### src/rtl/neuron_2input_backprop_pkg.sv
// neuron_2input_backprop_pkg: shared width, latency and FSM state encoding
package neuron_2input_backprop_pkg;
    localparam int W = 32;
    localparam int LAT = 9;
    typedef enum logic [3:0] {IDLE, S0, S1, S2, S3, S4, S5, S6, UPD, DONE} state_t;
endpackage

### src/rtl/neuron_2input_backprop_mul_32s_trunc.sv
// mul_32s_trunc: combinational signed multiply keeping the low word of the product
module mul_32s_trunc
    import neuron_2input_backprop_pkg::*;
(
    input  logic signed [W-1:0] a,
    input  logic signed [W-1:0] b,
    output logic signed [W-1:0] p
);
    assign p = a * b;
endmodule

### src/rtl/neuron_2input_backprop.sv
// neuron_2input_backprop: sequential ReLU neuron backward pass with SGD update over one shared multiplier
module neuron_2input_backprop
    import neuron_2input_backprop_pkg::*;
(
    input  logic                clk,
    input  logic                rst,
    input  logic                start,
    input  logic signed [W-1:0] x1,
    input  logic signed [W-1:0] x2,
    input  logic signed [W-1:0] w1,
    input  logic signed [W-1:0] w2,
    input  logic signed [W-1:0] b,
    input  logic signed [W-1:0] grad_out,
    input  logic        [4:0]   lr_shift,
    output logic                busy,
    output logic                done,
    output logic signed [W-1:0] w1_new,
    output logic signed [W-1:0] w2_new,
    output logic signed [W-1:0] b_new,
    output logic signed [W-1:0] grad_x1,
    output logic signed [W-1:0] grad_x2
);
    state_t state;
    logic signed [W-1:0] rx1, rx2, rw1, rw2, rb, rg, z, zb, delta, dw1, dw2, gx1, gx2, ma, mb, p;
    logic [4:0] lr;
    always_comb begin
        ma = (state == S0) ? rw1 : (state == S1) ? rw2 : delta;
        mb = (state == S0 || state == S3) ? rx1 :
             (state == S1 || state == S4) ? rx2 :
             (state == S5) ? rw1 : rw2;
        zb = z + rb;
    end
    mul_32s_trunc u_mul (.a(ma), .b(mb), .p(p));
    // gradients are staged internally so the visible outputs only change on entry to DONE
    always_ff @(posedge clk) begin
        if (rst) begin
            state <= IDLE;
            busy <= 1'b0;
            done <= 1'b0;
            w1_new <= '0;
            w2_new <= '0;
            b_new <= '0;
            grad_x1 <= '0;
            grad_x2 <= '0;
        end else begin
            done <= state == UPD;
            busy <= (state == IDLE) ? start : state != DONE;
            case (state)
                IDLE: if (start) begin
                    rx1 <= x1;
                    rx2 <= x2;
                    rw1 <= w1;
                    rw2 <= w2;
                    rb <= b;
                    rg <= grad_out;
                    lr <= lr_shift;
                    state <= S0;
                end
                S0: begin z <= p; state <= S1; end
                S1: begin z <= z + p; state <= S2; end
                S2: begin delta <= (zb > 0) ? rg : '0; state <= S3; end
                S3: begin dw1 <= p; state <= S4; end
                S4: begin dw2 <= p; state <= S5; end
                S5: begin gx1 <= p; state <= S6; end
                S6: begin gx2 <= p; state <= UPD; end
                UPD: begin
                    w1_new <= rw1 - (dw1 >>> lr);
                    w2_new <= rw2 - (dw2 >>> lr);
                    b_new <= rb - (delta >>> lr);
                    grad_x1 <= gx1;
                    grad_x2 <= gx2;
                    state <= DONE;
                end
                default: state <= IDLE;
            endcase
        end
    end
endmodule

### config.mk
export PLATFORM = sky130hd
export DESIGN_NAME = neuron_2input_backprop
export DESIGN_NICKNAME = d
export VERILOG_FILES = /design/src/rtl/neuron_2input_backprop_pkg.sv /design/src/rtl/neuron_2input_backprop_mul_32s_trunc.sv /design/src/rtl/neuron_2input_backprop.sv
export SDC_FILE = /design/constraint.sdc
export NUM_CORES = 2
export LEC_CHECK = 0
export BUFFER_PORTS_ARGS = -buffer_cell sky130_fd_sc_hd__buf_2
export CORE_ASPECT_RATIO = 2
export CORE_MARGIN = 2
export CORE_UTILIZATION = 36
export DETAILED_ROUTE_END_ITERATION = 16
export GPL_ROUTABILITY_DRIVEN = 1
export GPL_TIMING_DRIVEN = 1
export PLACE_DENSITY = 0.52
export SYNTH_ARGS = -nofsm -noshare
export SYNTH_HDL_FRONTEND = slang
export SYNTH_SLANG_ARGS = --single-unit
### constraint.sdc
create_clock -name clk -period 28.4 [get_ports clk]
set_clock_uncertainty 0.1 [all_clocks]
set_input_delay 2.84 -clock clk [delete_from_list [all_inputs] [get_ports clk]]
set_output_delay 2.84 -clock clk [all_outputs]
set_load 0.05 [all_outputs]
**After elaboration in Yosys (flattened, before gate mapping)**

Index checks and enable logic that the tools add are counted.

- Output and inout port bits: 162
- Register bits after elaboration: 555

- Order comparisons: 1
- Reductions and logical operators: 11
- Bitwise operators: 1
- Eq/ne operators: 10
- $add $sub $neg: 5
- Shifts and indexed selects: 3
- Multiply operators: 1
- Mux-type cells: 9

Operator list:

| operator | number |
|---|---|
| 2-to-1 mux 32 bit | 5 |
| >>> shifter 32 x 5 -> 32 bit | 3 |
| subtractor 32 bit | 3 |
| adder 32 bit | 2 |
| case mux 32 bit (2 select lines) | 1 |
| case mux 4 bit (9 select lines) | 1 |
| greater-than comparator 32 x 1 -> 1 bit, second input constant | 1 |
| multiplier 32 x 32 -> 32 bit | 1 |
| == test 4 x 3 -> 1 bit, second input constant | 4 |
| AND reduction 2 bit | 6 |
| == test 4 x 2 -> 1 bit, second input constant | 2 |
| == test 4 x 1 -> 1 bit, second input constant | 1 |
| == test 4 bit, second input constant | 1 |
| zero test 4 bit | 1 |
| 2-to-1 mux 4 bit | 1 |
| inequality test 4 bit, second input constant | 1 |
| AND reduction 3 bit | 1 |
| logical OR 1 bit | 2 |
| inequality test 2 bit, second input constant | 1 |
| nonzero test 2 bit | 1 |
| 2-to-1 mux 1 bit | 1 |
| NOT 1 bit | 1 |

**Depth between registers and ports, before layout**

- Depth in word-level cells: 7
- Mapped depth: 46
- Mapped depth without buffers: 43

**By module**

A second synthesis with hierarchy kept.

- Cells, all modules: 5185
- Area total of the unflattened synthesis: 48886.9 µm²

Modules (own cells, without submodules):

| module | area an instance (µm²) | cells each | seq. area each (µm²) | instances |
|---|---|---|---|---|
| neuron_2input_backprop | 32543.7 | 3363 | 15004.4 | 1 |
| mul_32s_trunc | 16343.2 | 1822 | 0.0 | 1 |

**Worst setup path after synthesis**

OpenSTA, ideal clock, no wires.

- Kind: register to register
- From: register state[3]
- To: register z[31] (data pin)
- Required time: 28.038 ns
- Period minus slack after synthesis: 10.333 ns
- Library setup time: 0.262 ns
- Buffers on the path: 6
- Arrival time: 9.971 ns
- Stages on the path, launching flop included: 45
- Slack: 18.067 ns
- Cells stage by stage: dfxtp_1 > buf_6 > nand2b_1 > nor3_2 > buf_2 > buf_2 > clkbuf_1 > buf_1 > o21a_1 > clkbuf_1 > nor2_1 > ha_1 > fa_1 > fa_1 > inv_1 > fa_1 > inv_1 > ha_1 > [... 9 more ...] > o22ai_1 > o21ai_0 > a21boi_0 > o21ai_0 > nand2b_1 > xor2_1 > ha_1 > inv_1 > or4_1 > or3_1 > o22ai_1 > o221ai_1 > o21ai_0 > a21o_1 > a21oi_1 > xnor2_1 > nand2_1 > xnor2_1

- Longest elaborated chain between the ends: 7
- Elaborated cells between the ends (all ways): 15

RTL lines:

| what | RTL line | source |
|---|---|---|
| from (decl) | neuron_2input_backprop.sv:23 | `state_t state;` |
| from (signal assigned) | neuron_2input_backprop.sv:37 | `state <= IDLE;` |
| from (signal assigned) | neuron_2input_backprop.sv:57 | `state <= S0;` |
| from (signal assigned) | neuron_2input_backprop.sv:59 | `S0: begin z <= p; state <= S1; end` |
| == test 4 x 3 -> 1 bit, or another cell as far along | neuron_2input_backprop.sv:30 | `(state == S5) ? rw1 : rw2;` |
| 2-to-1 mux 32 bit or logical OR 1 bit (tied branches) | neuron_2input_backprop.sv:30, neuron_2input_backprop.sv:29 |  |
| 2-to-1 mux 32 bit | neuron_2input_backprop.sv:29 | `(state == S1 \|\| state == S4) ? rx2 :` |
| 2-to-1 mux 32 bit | neuron_2input_backprop.sv:28 | `mb = (state == S0 \|\| state == S3) ? rx1 :` |
| multiplier 32 x 32 -> 32 bit * | neuron_2input_backprop_mul_32s_trunc.sv:9 | `assign p = a * b;` |
| named net p[18] | neuron_2input_backprop.sv:24 | `logic signed [W-1:0] rx1, rx2, rw1, rw2, rb, rg, z, zb, delta, dw1, dw2, gx1, gx2, ma, mb, p;` |
| adder 32 bit * | neuron_2input_backprop.sv:60 | `S1: begin z <= z + p; state <= S2; end` |
| case mux 32 bit (2 select lines) * | neuron_2input_backprop.sv:48 | `case (state)` |
| to (signal assigned) | neuron_2input_backprop.sv:59 |  |
| to (signal assigned) | neuron_2input_backprop.sv:60 |  |
| to (decl) | neuron_2input_backprop.sv:24 |  |

The timed path passes the listed nets; every way through them passes the cells marked *.
A chain may end at the register's enable or synchronous reset.

**Worst setup path in the final report**

- From: register state[1]
- To: register z[31] (data pin)

Same word-level chain as after synthesis.

==> results.yml <==
setup_path:
  critical_path_class: "reg -> reg"
  required_ps: 28720
  crit_family: "adder cells"
  worst-path-stages: 42
  startpoint_type: "flop"
  r2r_slack_ps: 16160
  max_stage_delay_ps: 810
  critical_path_buf_inv_count: 8
  crit_top_cell: "fa_1"
  reg2reg_to: "z[31]"
  crit_path_end: "z[31]"
  cp_slowest_cell: "dfxtp_1"
  cp-startpoint: "state[1]"
  critPathMaxFanout: 47
  reg2regPathDepth: 42
  r2r_start: "state[1]"
  critPathCaptureType: "flop"
  arrival_ps: 12560
timing:
  worstMarginPinSlew_ps: 1430
  clock.fmax_mhz: 81.7
  period_needed_ps: 12240
  tns_ps: 0
  rsz0062_at_grt: "false"
  relSlewSlack: 0.0395
  setup_violations: 0
  finalCritPeriodShare: 0.431
  hold_viol_final: 0
  slew_viol_final: 0
synth:
  synth_fa_ha_area_frac: 0.253
  synth_cells: 5042
  avgSynthCellArea_um2: 9.49
  syn-cell-area_mm2: 0.0478
  ys_ff_latch: 555
  yosys.area_share.simple: 0.147
  ys_seq_area_frac: 0.314
  synthArstFlopShare: 0
  syn_nets: 5962
  ys_warn_count: 0
  synthFlopType: "edfxtp_1"
  ys_types: 89
  synth_xor_area_frac: 0.0373
  muxShareOfSynthArea: 0.0561
  synth_edf_count: 389
  synth_compound_area_frac: 0.132
  synth_top_family_by_area: "adder cells"
global_route:
  track_usage: 0.283
  grt_max_degree: 84
  antenna_found_initial: 7
  grt-ovfl-total: 0
  grt_pass1_vias: 40000
  grt_pass1_wl_mm: 274
drt:
  topRoutingLayerUsed: "met5"
  via_per_inst: 5.49
  drt_wl_total_mm: 194
  wl_met2_mm: 100
  ant_nets: 0
  wl_per_cell_um: 27.4
  drc_errors: 0
  vias: 38900
  dr_wl_met3_mm: 9.33
  drt-met1-wl_mm: 64.8
  drtIter0Drc: 2875
  first_pass_iters: 8
min_path:
  hp-class: "reg -> reg"
  worstHoldStart: "b_new[8]"
  min_path_cells: 2
cts:
  cts_tree: "done"
  clock_sinks: 555
  post-cts-setup-buffers: 0
  root_buffer: "clkbuf_16"
  holdBufCountCts: 0
  path_clk_slew_ps: 70
  cts.repair.resized: 0
  cts_buffers: 55
  cts_max_path_buffers: 3
  clk_latency_ps: 670
  h-tree-depth: 2
die:
  io_pins: 362
  dieArea_mm2: 0.136
  die_w_um: 262
  row_count: 189
  fp.coreArea_mm2: 0.132
  start_util: 0.362
  die_h_um: 520
place:
  dpl-instance-area_mm2: 0.0517
  gp_congestion: 1.02
  portBuffers: 361
  dpl.hpwl_mm: 156
finish:
  final_cell_mix: "663 x nand2_1, 551 x nor2_1, 505 x inv_1"
  final_area_mm2: 0.0536
  layout_commonest_cell: "nand2_1"
  num-nets-final: 6238
  synthToLayoutAreaGrowth_pct: 12.0
  drive_above_1_share: 0.144
  post-route-util: 0.405
status:
  outcome: "finished clean"
run:
  cap_violations: 0
## worst register-to-register path, delay by kind of cell (launching register included)
kind	cells	cell delay [ps]
AOI/OAI and AO/OA	14	2980
xor gates and xnor gates	3	720
adders and majority gates	10	4220
buffers and inverters	8	1520
DFF	1	810
and+or+nand+nor	7	1630
## through the flow
step	instances	setup slack [ps]	hold slack [ps]
after floorplan	5042	18070	371
after CTS	7084	16140	351
after global placement	6980	16390	338
final	7089	16160	346
after global routing	7085	15260	364
after detailed placement	6980	16180	342
## routing by layer
layer  track usage  up-vias
li1              -    17600
met2         0.510     1491
met1         0.288    19200
met4         0.235        6
met3        0.0325      628
met5             0        -
## final cells by class
| cell class | instances | area (um2) |
|---|---|---|
| timing repair buffer | 467 | 2610 |
| sequential | 555 | 15000 |
| fill | 13200 | 78600 |
| inverter | 509 | 1910 |
| clock inverter | 35 | 374 |
| tap | 1719 | 2150 |
| antenna | 5 | 12.5 |
| clock buffer | 69 | 1460 |
| multi-input combinational | 3730 | 30100 |
## flip-flops by register name, summed over array words and instances (netlist names)
name / flops
dw1: 32
b_new: 32
rg: 32
dw2: 32
state: 4
gx2: 32
z: 32
w2_new: 32
grad_x1: 32
rb: 32
gx1: 32
done: 1
grad_x2: 32
rw1: 32
w1_new: 32
busy: 1
delta: 32
rx1: 32
rx2: 32
rw2: 32
lr: 5
## worst min path at each step
stage,endpoint
finish,b_new[8]
CTS,w1_new[26]
global route,b_new[16]
floorplan,grad_x1[0]
detailed placement,w2_new[14]
global placement,b_new[5]
## cells in the mapped netlist (all sizes together), types with 25 or more instances
master	count	area [um2]
clkbuf	184	691
o21a	79	593
nor2	553	2080
a211oi	81	618
o21ai	210	1060
dfxtp	166	3320
a21oi	365	1860
a31oi	35	219
inv	508	1910
mux4	53	1190
fa	413	8270
nand2	663	2490
or2	67	419
a21o	75	571
nand3	47	235
mux2i	111	1120
edfxtp	389	11700
nand2b	40	250
nor2b	57	359
xnor2	150	1320
nor3	36	185
and2	44	275
mux2	32	368
buf	64	355
ha	307	3840
xor2	50	438
and3	25	156
## cells by family (layout without fill, tap and decap cells)
kind of cell / count (synthesis) / after routing
muxes: 196 / 196
AOI/OAI and AO/OA: 1001 / 1001
DFF: 555 / 555
adders and majority gates: 720 / 720
buffers and inverters: 757 / 1080
and+or+nand+nor: 1612 / 1612
other: 0 / 5
xor gates and xnor gates: 201 / 201
Power is not shown: default switching activity piles up to over one toggle a cycle in this logic, so the estimate is an artifact.
